<file path="config.mk">
export PLATFORM = sky130hd
export DESIGN_NAME = operand_reader
export DESIGN_NICKNAME = d
export VERILOG_FILES = /design/src/rtl/operand_reader_pkg.sv /design/src/rtl/operand_reader_btn.sv /design/src/rtl/operand_reader.sv
export SDC_FILE = /design/constraint.sdc
export NUM_CORES = 1
export LEC_CHECK = 0
export ABC_AREA = 1
export BUFFER_PORTS_ARGS = -buffer_cell sky130_fd_sc_hd__buf_4
export CAP_MARGIN = 5
export CORE_UTILIZATION = 35
export CTS_BUF_LIST = sky130_fd_sc_hd__clkbuf_8
export DETAILED_ROUTE_END_ITERATION = 10
export PLACE_DENSITY_LB_ADDON = 0.3
export SLEW_MARGIN = 10
export SYNTH_ARGS = -nofsm -noshare
export SYNTH_HDL_FRONTEND = slang
export SYNTH_SLANG_ARGS = --single-unit
</file>
<file path="constraint.sdc">
create_clock -name clk -period 1.22 [get_ports clk]
set_input_delay 0.061 -clock clk [delete_from_list [all_inputs] [get_ports clk]]
set_output_delay 0.061 -clock clk [all_outputs]
set_load 0.01 [all_outputs]
</file>
<file path="src/rtl/operand_reader_pkg.sv">
// operand_reader_pkg
// Shared definitions for the operand reader front end:
//   phase_t                  - FSM state encoding, also driven out on the phase port
//   DEBOUNCE_CYCLES_DEFAULT  - 1 ms of debounce at a 12 MHz system clock
//   debounce_cnt_width()     - width of the debounce counter for a given cycle count
package operand_reader_pkg;

  typedef enum logic [1:0] {
    GET_A = 2'd0,
    GET_B = 2'd1,
    HOLD  = 2'd2
  } phase_t;

  localparam int DEBOUNCE_CYCLES_DEFAULT = 12000;

  // The counter only has to reach DEBOUNCE_CYCLES-1, so $clog2 bits suffice.
  function automatic int debounce_cnt_width(input int cycles);
    return (cycles < 2) ? 1 : $clog2(cycles);
  endfunction

endpackage

</file>
<file path="src/rtl/operand_reader_btn.sv">
// btn_debounce
// Synchronises one raw push-button pin, debounces it and emits a one-cycle
// registered pulse on each debounced press (0->1 of the stable level).
// Ports:
//   clk    system clock
//   rst    asynchronous active-high reset
//   raw    raw button pin
//   press  one-cycle press pulse
// Parameters:
//   DEBOUNCE_CYCLES  consecutive mismatching synchronised cycles needed to
//                    accept a new level (>= 2)
//   IDLE_LEVEL       pin level when the button is not pressed
module btn_debounce
  import operand_reader_pkg::*;
#(
  parameter int DEBOUNCE_CYCLES = DEBOUNCE_CYCLES_DEFAULT,
  parameter bit IDLE_LEVEL      = 1'b0
) (
  input  logic clk,
  input  logic rst,
  input  logic raw,
  output logic press
);

  localparam int CW = debounce_cnt_width(DEBOUNCE_CYCLES);
  localparam logic [CW-1:0] CNT_LAST = CW'(DEBOUNCE_CYCLES - 1);

  logic [1:0]    sync;
  logic          level;
  logic          stable;
  logic          stable_d;
  logic [CW-1:0] cnt;

  // The flops hold the pin level and reset to its idle value, so a pull-up
  // button idling high produces no activity when reset is released.
  always_ff @(posedge clk or posedge rst) begin
    if (rst) sync <= {2{IDLE_LEVEL}};
    else     sync <= {sync[0], raw};
  end

  // Logical "pressed" level, independent of pin polarity.
  assign level = sync[1] ^ IDLE_LEVEL;

  always_ff @(posedge clk or posedge rst) begin
    if (rst) begin
      stable <= 1'b0;
      cnt    <= '0;
    end else if (level == stable) begin
      cnt <= '0;
    end else if (cnt == CNT_LAST) begin
      stable <= level;
      cnt    <= '0;
    end else begin
      cnt <= cnt + 1'b1;
    end
  end

  always_ff @(posedge clk or posedge rst) begin
    if (rst) begin
      stable_d <= 1'b0;
      press    <= 1'b0;
    end else begin
      stable_d <= stable;
      press    <= stable & ~stable_d;
    end
  end

endmodule

</file>
<file path="src/rtl/operand_reader.sv">
// operand_reader
// Producer end of the LED adder demo: synchronises the operand switches,
// debounces the enter/clear buttons and captures two operands in sequence,
// then offers the pair downstream on a valid/ready handshake.
// Ports:
//   clk        system clock
//   rst        asynchronous active-high reset
//   sw         raw operand switches (WIDTH bits)
//   btn_enter  raw enter button
//   btn_clear  raw clear button
//   op_a       first captured operand
//   op_b       second captured operand
//   valid      operand pair available
//   ready      downstream accepts the pair when valid && ready
//   phase      FSM state for status LEDs (0 GET_A, 1 GET_B, 2 HOLD)
// Build option:
//   BTN_ACTIVE_LOW_EN  buttons are pull-up (idle pin 1, pressed 0)
//
// state | meaning
// GET_A | waiting for enter to capture op_a
// GET_B | waiting for enter to capture op_b
// HOLD  | pair valid and frozen until the handshake
module operand_reader
  import operand_reader_pkg::*;
#(
  parameter int WIDTH           = 2,
  parameter int DEBOUNCE_CYCLES = DEBOUNCE_CYCLES_DEFAULT
) (
  input  logic             clk,
  input  logic             rst,
  input  logic [WIDTH-1:0] sw,
  input  logic             btn_enter,
  input  logic             btn_clear,
  output logic [WIDTH-1:0] op_a,
  output logic [WIDTH-1:0] op_b,
  output logic             valid,
  input  logic             ready,
  output logic [1:0]       phase
);

`ifdef BTN_ACTIVE_LOW_EN
  localparam bit BTN_IDLE = 1'b1;
`else
  localparam bit BTN_IDLE = 1'b0;
`endif

  logic [WIDTH-1:0] sw_meta;
  logic [WIDTH-1:0] sw_sync;
  logic             enter_press;
  logic             clear_press;
  phase_t           state;
  phase_t           state_n;
  logic [WIDTH-1:0] op_a_n;
  logic [WIDTH-1:0] op_b_n;

  always_ff @(posedge clk or posedge rst) begin
    if (rst) begin
      sw_meta <= '0;
      sw_sync <= '0;
    end else begin
      sw_meta <= sw;
      sw_sync <= sw_meta;
    end
  end

  btn_debounce #(
    .DEBOUNCE_CYCLES(DEBOUNCE_CYCLES),
    .IDLE_LEVEL     (BTN_IDLE)
  ) u_enter (
    .clk  (clk),
    .rst  (rst),
    .raw  (btn_enter),
    .press(enter_press)
  );

  btn_debounce #(
    .DEBOUNCE_CYCLES(DEBOUNCE_CYCLES),
    .IDLE_LEVEL     (BTN_IDLE)
  ) u_clear (
    .clk  (clk),
    .rst  (rst),
    .raw  (btn_clear),
    .press(clear_press)
  );

  always_ff @(posedge clk or posedge rst) begin
    if (rst) state <= GET_A;
    else     state <= state_n;
  end

  // Clear outranks both enter and a handshake; valid is high exactly in HOLD,
  // so a handshake there reduces to ready.
  always_comb begin
    state_n = state;
    if (clear_press) begin
      state_n = GET_A;
    end else begin
      case (state)
        GET_A:   if (enter_press) state_n = GET_B;
        GET_B:   if (enter_press) state_n = HOLD;
        HOLD:    if (ready)       state_n = GET_A;
        default: state_n = GET_A;
      endcase
    end
  end

  always_comb begin
    op_a_n = op_a;
    op_b_n = op_b;
    if (clear_press) begin
      op_a_n = '0;
      op_b_n = '0;
    end else if (enter_press && state == GET_A) begin
      op_a_n = sw_sync;
    end else if (enter_press && state == GET_B) begin
      op_b_n = sw_sync;
    end
  end

  always_ff @(posedge clk or posedge rst) begin
    if (rst) begin
      op_a <= '0;
      op_b <= '0;
    end else begin
      op_a <= op_a_n;
      op_b <= op_b_n;
    end
  end

  always_comb begin
    valid = (state == HOLD);
    phase = state;
  end

endmodule

</file>
### Word level (Yosys, flattened, before mapping)

Cells that the tools add are included.

| cells by class | value |
|---|---|
| add/sub/neg operators | 2 |
| eq/ne operators | 10 |
| muxes and demuxes | 14 |
| bitwise gates (word level) | 6 |
| reductions and logical operators | 9 |

Operators with widths:

| operator | number |
|---|---|
| $mux W14 | 4 |
| $add A14 B1 Y14 const B | 2 |
| $eq A14 B14 Y1 const B | 2 |
| $mux W2 | 9 |
| $ne A3 B1 Y1 const B | 3 |
| $pmux W2 S3 | 1 |
| $reduce_and A2 Y1 | 3 |
| $not A1 Y1 | 4 |
| $reduce_bool A2 Y1 | 2 |
| $reduce_and A3 Y1 | 1 |
| $and A1 B1 Y1 | 2 |
| $eq A1 B1 Y1 | 2 |
| $eq A2 B1 Y1 const B | 1 |
| $eq A2 B2 Y1 const B | 1 |
| $logic_and A1 B1 Y1 | 2 |
| $logic_not A2 Y1 | 1 |
| $ne A2 B1 Y1 const B | 1 |

| storage, ports and cells | value |
|---|---|
| register bits after elaboration | 48 |
| bits of input ports | 7 |
| output and inout bits | 7 |
| word-level logic and storage cells | 56 |

### Depth between registers and ports, before layout

| logic depth | value |
|---|---|
| depth after elaboration | 5 |
| gate-level depth with buffers | 7 |
| mapped depth without buffers | 7 |

### Modules after synthesis

Synthesis repeated with hierarchy kept, for this count alone.

| second synthesis, totals | value |
|---|---|
| cell total of the unflattened synthesis | 254 |
| area total of the unflattened synthesis | 2248.4 um2 |

Modules (own cells, without submodules):

| module | times used | cells each | area each (um2) | seq. area each (um2) |
|---|---|---|---|---|
| btn_debounce (u_enter) | 1 | 106 | 932.1 | 475.5 |
| btn_debounce (u_clear) | 1 | 106 | 927.1 | 475.5 |
| operand_reader | 1 | 42 | 389.1 | 250.2 |

### Least setup slack after synthesis

OpenSTA, ideal clock, no wires.

| timing | value |
|---|---|
| path kind | register -> register |
| start | register u_enter.cnt[0] |
| end | register u_enter.cnt[6] |
| data arrival time | 1.076 ns |
| required time | 1.100 ns |
| slack | 0.025 ns |
| stages on the path, launching flop included | 7 |
| buffers on the path | 0 |
| clock period less this slack | 1.195 ns |
| cell sequence | dfrtp_1 ha_1 nand3_1 nor2_2 nand3_2 nand2_4 nor2_1 |

| on the way | value |
|---|---|
| word-level cells in the longest chain between the ends | 3 |
| elaborated cells between the ends (all ways) | 4 |

RTL lines:

| what | RTL line | text |
|---|---|---|
| start: declaration | operand_reader_btn.sv:32 | `logic [CW-1:0] cnt;` |
| start signal: assignment | operand_reader_btn.sv:54 | `cnt <= cnt + 1'b1;` |
| $add A14 B1 Y14 or $eq A14 B14 Y1 (tied branches) | operand_reader_btn.sv:54, operand_reader_btn.sv:50 |  |
| $mux W14 (*) | operand_reader_btn.sv:50 | `end else if (cnt == CNT_LAST) begin` |
| $mux W14 (*) | operand_reader_btn.sv:48 | `end else if (level == stable) begin` |

Every way passes the cells marked *; elsewhere a longest branch is shown, timed or not.
A chain may end at the register's enable or synchronous reset.

### Final worst setup path

| timing | value |
|---|---|
| start | register u_clear.cnt[0] |
| end | register u_clear.cnt[12] |

| on the way | value |
|---|---|
| word-level cells in the longest chain between the ends | 3 |
| elaborated cells between the ends (all ways) | 4 |

RTL lines:

| what | RTL line |
|---|---|
| start: declaration | operand_reader_btn.sv:32 |
| start signal: assignment | operand_reader_btn.sv:54 |
| $add A14 B1 Y14 or $eq A14 B14 Y1 (tied branches) | operand_reader_btn.sv:54, operand_reader_btn.sv:50 |
| $mux W14 (*) | operand_reader_btn.sv:50 |
| $mux W14 (*) | operand_reader_btn.sv:48 |

Marks and branches as above.

==> impl_metrics.csv <==
group,metric,value,unit
sta,relSlewSlack,64.8,%
floorplanning,initial_core_util,37.0,%
yosys,async_reset_ff_share,100,%
worst_setup_path,crit_slowest_cell,"dfrtp_1",
run_status,status,"finished with violations",
sta,fin_crit_sh,107,%
placement,dp_hpwl,2.81,mm
sta,fmax,763,MHz
global_route,grt_pass1_wl,7.34,mm
floorplanning,row_count,28,
worst_setup_path,r2r_setup_slack,-0.09,ns
sta,clock-skew-final,0.00736,ns
detailed_routing,drc,0,
yosys,ys_seq_area_share,53.9,%
clock_network,cts_tree,"yes",
worst_setup_path,worstSetupPathType,"flip-flop to flip-flop",
global_route,grt_max_degree,49,
floorplanning,die_area,6690,um2
yosys,ys_types,23,
detailed_routing,first_pass_iters,4,
finish,final_core_util,48.7,%
power_and_ir_drop,leakage,0.00126,uW
clock_network,cts_buffers,5,
detailed_routing,detail_route.wl_per_cell,11.8,um
run_status,violations,"negative setup slack",
finish,layout.nets,304,
sta,rsz0062_at_grt,"yes",
detailed_routing,wl,4.34,mm
yosys,yosysWarnings,0,
yosys,synthesis.nets,259,
detailed_routing,via_per_inst,4.65,
yosys,synthMuxAreaShare,0,%
worst_setup_path,cp.required,1.42,ns
clock_network,clk_latency,0.31,ns
worst_setup_path,r2r_cells,6,
finish,syn2layout_area_growth,31.6,%
yosys,synth-xor-area-share,6.18,%
power_and_ir_drop,p_per_area,1020,nW/um2
yosys,yosys.area_share.simple,28.7,%
clock_network,cts.clk_slew.worst_paths,0.09,ns
floorplanning,dieHeight,81.8,um
yosys,synth_edf_count,0,
worst_setup_path,cp-start-kind,"flip-flop",
yosys,synth-seq-cells,48,
sta,setup_ws,-0.0907,ns
global_route,grt_pass1_vias,1681,
sta,worst_slew_pin_slew,0.527,ns
power_and_ir_drop,ir_drop,0.574,mV
yosys,yosysMostFrequentCell,"nor2_1",
worst_setup_path,crit_family,"simple AND/OR/NAND/NOR gates",
yosys,ys_dominant_reg_cell,"dfrtp_1",
global_route,grtUsageTotal,14.6,%
worst_setup_path,crit_chain,"ha_2, nand3_4, nor2_4, nand3_4, nand2_4, a21oi_2",
clock_network,h-tree-depth,2,
yosys,synth_top_family_by_area,"simple AND/OR/NAND/NOR gates",
finish,num_antenna_cells,0,
global_route,antenna_found_initial,0,
sta,finalHoldViolCount,0,
detailed_routing,drtAntennaViolNets,0,
worst_setup_path,critical_path.most_common_cell,"nand3_4",
floorplanning,core_area,6030,um2
yosys,synth_adder_area_share,2.25,%
sta,setup_violations,30,
sta,fin_crit,1.31,ns
sta,slew_violations,0,
yosys,yosys.area.top_type,"dfrtp_1",
yosys,avgSynthCellArea,8.99,um2
worst_setup_path,path_buf_inv,0,
clock_network,root_buffer,"clkbuf_8",
finish,layout-drive-gt1-share,30.6,%
floorplanning,die_width,81.8,um
placement,io_buffers,13,
hold_path,hold_class,"input port to async pin",
floorplanning,io_pins,14,
worst_setup_path,worst_ep_arrival_time,1.51,ns
detailed_routing,drt_iter0_drc,90,
detailed_routing,num_vias,1715,
clock_network,cts_sinks,48,
worst_setup_path,end_kind,"flip-flop",
worst_setup_path,rr_startpoint,"u_clear.cnt[0]",
yosys,yosys-top-cells-count,"nor2_1, dfrtp_1, nand2_1, inv_1, nand3_1",
worst_setup_path,worstPathMaxFanout,7,
worst_setup_path,slowest_delay,0.40,ns
placement,pre_cts_ws,-0.117,ns
yosys,netlist_instances,248,
yosys,yosys-top-cells-area,"dfrtp_1, nor2_1, nand2_1, inv_1, nand3_1",
worst_setup_path,r2r-end,"u_clear.cnt[12]",
job,cap_violations,0,
placement,gp_congestion,0.808,
yosys,synthesis.area,2230,um2
finish,n_fill_cell,553,
clock_network,clock_tree.buffer_depth,2,
yosys,synth_compound_area_share,4.21,%
placement,postPlaceCellArea,2520,um2
sta,whs,0.354,ns
power_and_ir_drop,p_total,3000,uW
global_route,globalRoute.totalOverflow,0,
finish,stdcell_area,2930,um2
yosys,synth.top_cell.area_share,53.9,%
[kinds of logic (layout without fill, tap and decap cells)]
family,after synthesis,in the layout
DFF,48,48
xor gates and xnor gates,14,14
adders and majority gates,4,4
and+or+nand+nor,138,140
AOI/OAI and AO/OA,16,16
buffers and inverters,28,72
[per-layer routing]
metal	wire (um)	vias to the layer above	GRT usage [%]
met2	2110	18	24.2
met4	51	0	6.32
li1	-	874	-
met1	2040	816	18.1
met3	134	7	3.44
met5	0	-	0
[placed cells by master (no fill, tap or decap), types with 3 or more instances in the layout]
| cell | instances |
|---|---|
| nor2_1 | 39 |
| nor2_4 | 7 |
| nand2_4 | 4 |
| nor2_2 | 12 |
| dlygate4sd3_1 | 6 |
| dfrtp_1 | 46 |
| nand3_2 | 7 |
| inv_1 | 27 |
| xnor2_1 | 5 |
| o21ai_0 | 4 |
| nand2_2 | 3 |
| nand2_1 | 43 |
| xor2_1 | 6 |
| nand3_1 | 8 |
| clkbuf_8 | 5 |
| nand4_1 | 7 |
| a21oi_1 | 5 |
| nor3_2 | 3 |
| nand3_4 | 5 |
| o21bai_1 | 3 |
| buf_4 | 27 |
[worst min-delay path: cells and delay by family]
family   cells  cell delay, ns
buf+inv      4            0.99
[area by class of cell]
cell class | count | area, um2 | area share (%)
sequential | 48 | 1200 | 41.1
tap | 75 | 93.8 | 3.20
clock inverter | 3 | 42.5 | 1.45
clock buffer | 5 | 68.8 | 2.35
timing repair buffer | 36 | 305 | 10.4
multi-input combinational | 174 | 1110 | 37.9
inverter | 28 | 105 | 3.59
[worst max path at each step]
stage | from | endpoint | slack (ns) | cells past startpoint
floorplan | rst | op_a[0] | 0.01 | 1
global placement | u_clear.cnt[0] | u_clear.cnt[7] | -0.08 | 6
detailed placement | u_enter.cnt[0] | u_enter.cnt[8] | -0.12 | 6
CTS | u_enter.cnt[0] | u_enter.cnt[7] | -0.08 | 6
global route | u_enter.cnt[0] | u_enter.cnt[2] | -0.15 | 6
finish | u_clear.cnt[0] | u_clear.cnt[12] | -0.09 | 6
[where the power goes]
group	switching, uW	internal (uW)	leakage [uW]
combinational	100	91.7	0.000558
sequential	26.0	1620	0.000644
clock	553	607	0.0000541
[repair_timing]
action	4_1_cts	5_1_grt
gates cloned	2	0
setup buffers	1	4
setup endpoints to repair	30	30
gates resized for setup	24	20
pin swaps	13	19
endpoints found under the hold margin	53	0
hold buffers	6	0
[registers in the layout, indices dropped and copies added (netlist names)]
signal	flops
op_b	2
sw_sync	2
u_clear.sync	2
u_clear.cnt	14
u_enter.stable	1
u_clear.press	1
u_enter.sync	2
phase	2
u_enter.press	1
u_enter.cnt	14
u_clear.stable	1
op_a	2
u_clear.stable_d	1
u_enter.stable_d	1
sw_meta	2
[per-stage QoR]
step | setup TNS (ns) | instances
final | -1.74 | 369
after global routing | -3.83 | 369
after CTS | -1.68 | 365
after detailed placement | -2.42 | 348
after global placement | -1.35 | 348
after floorplan | 0 | 248
Note: power is estimated with default switching activity, not from simulation.
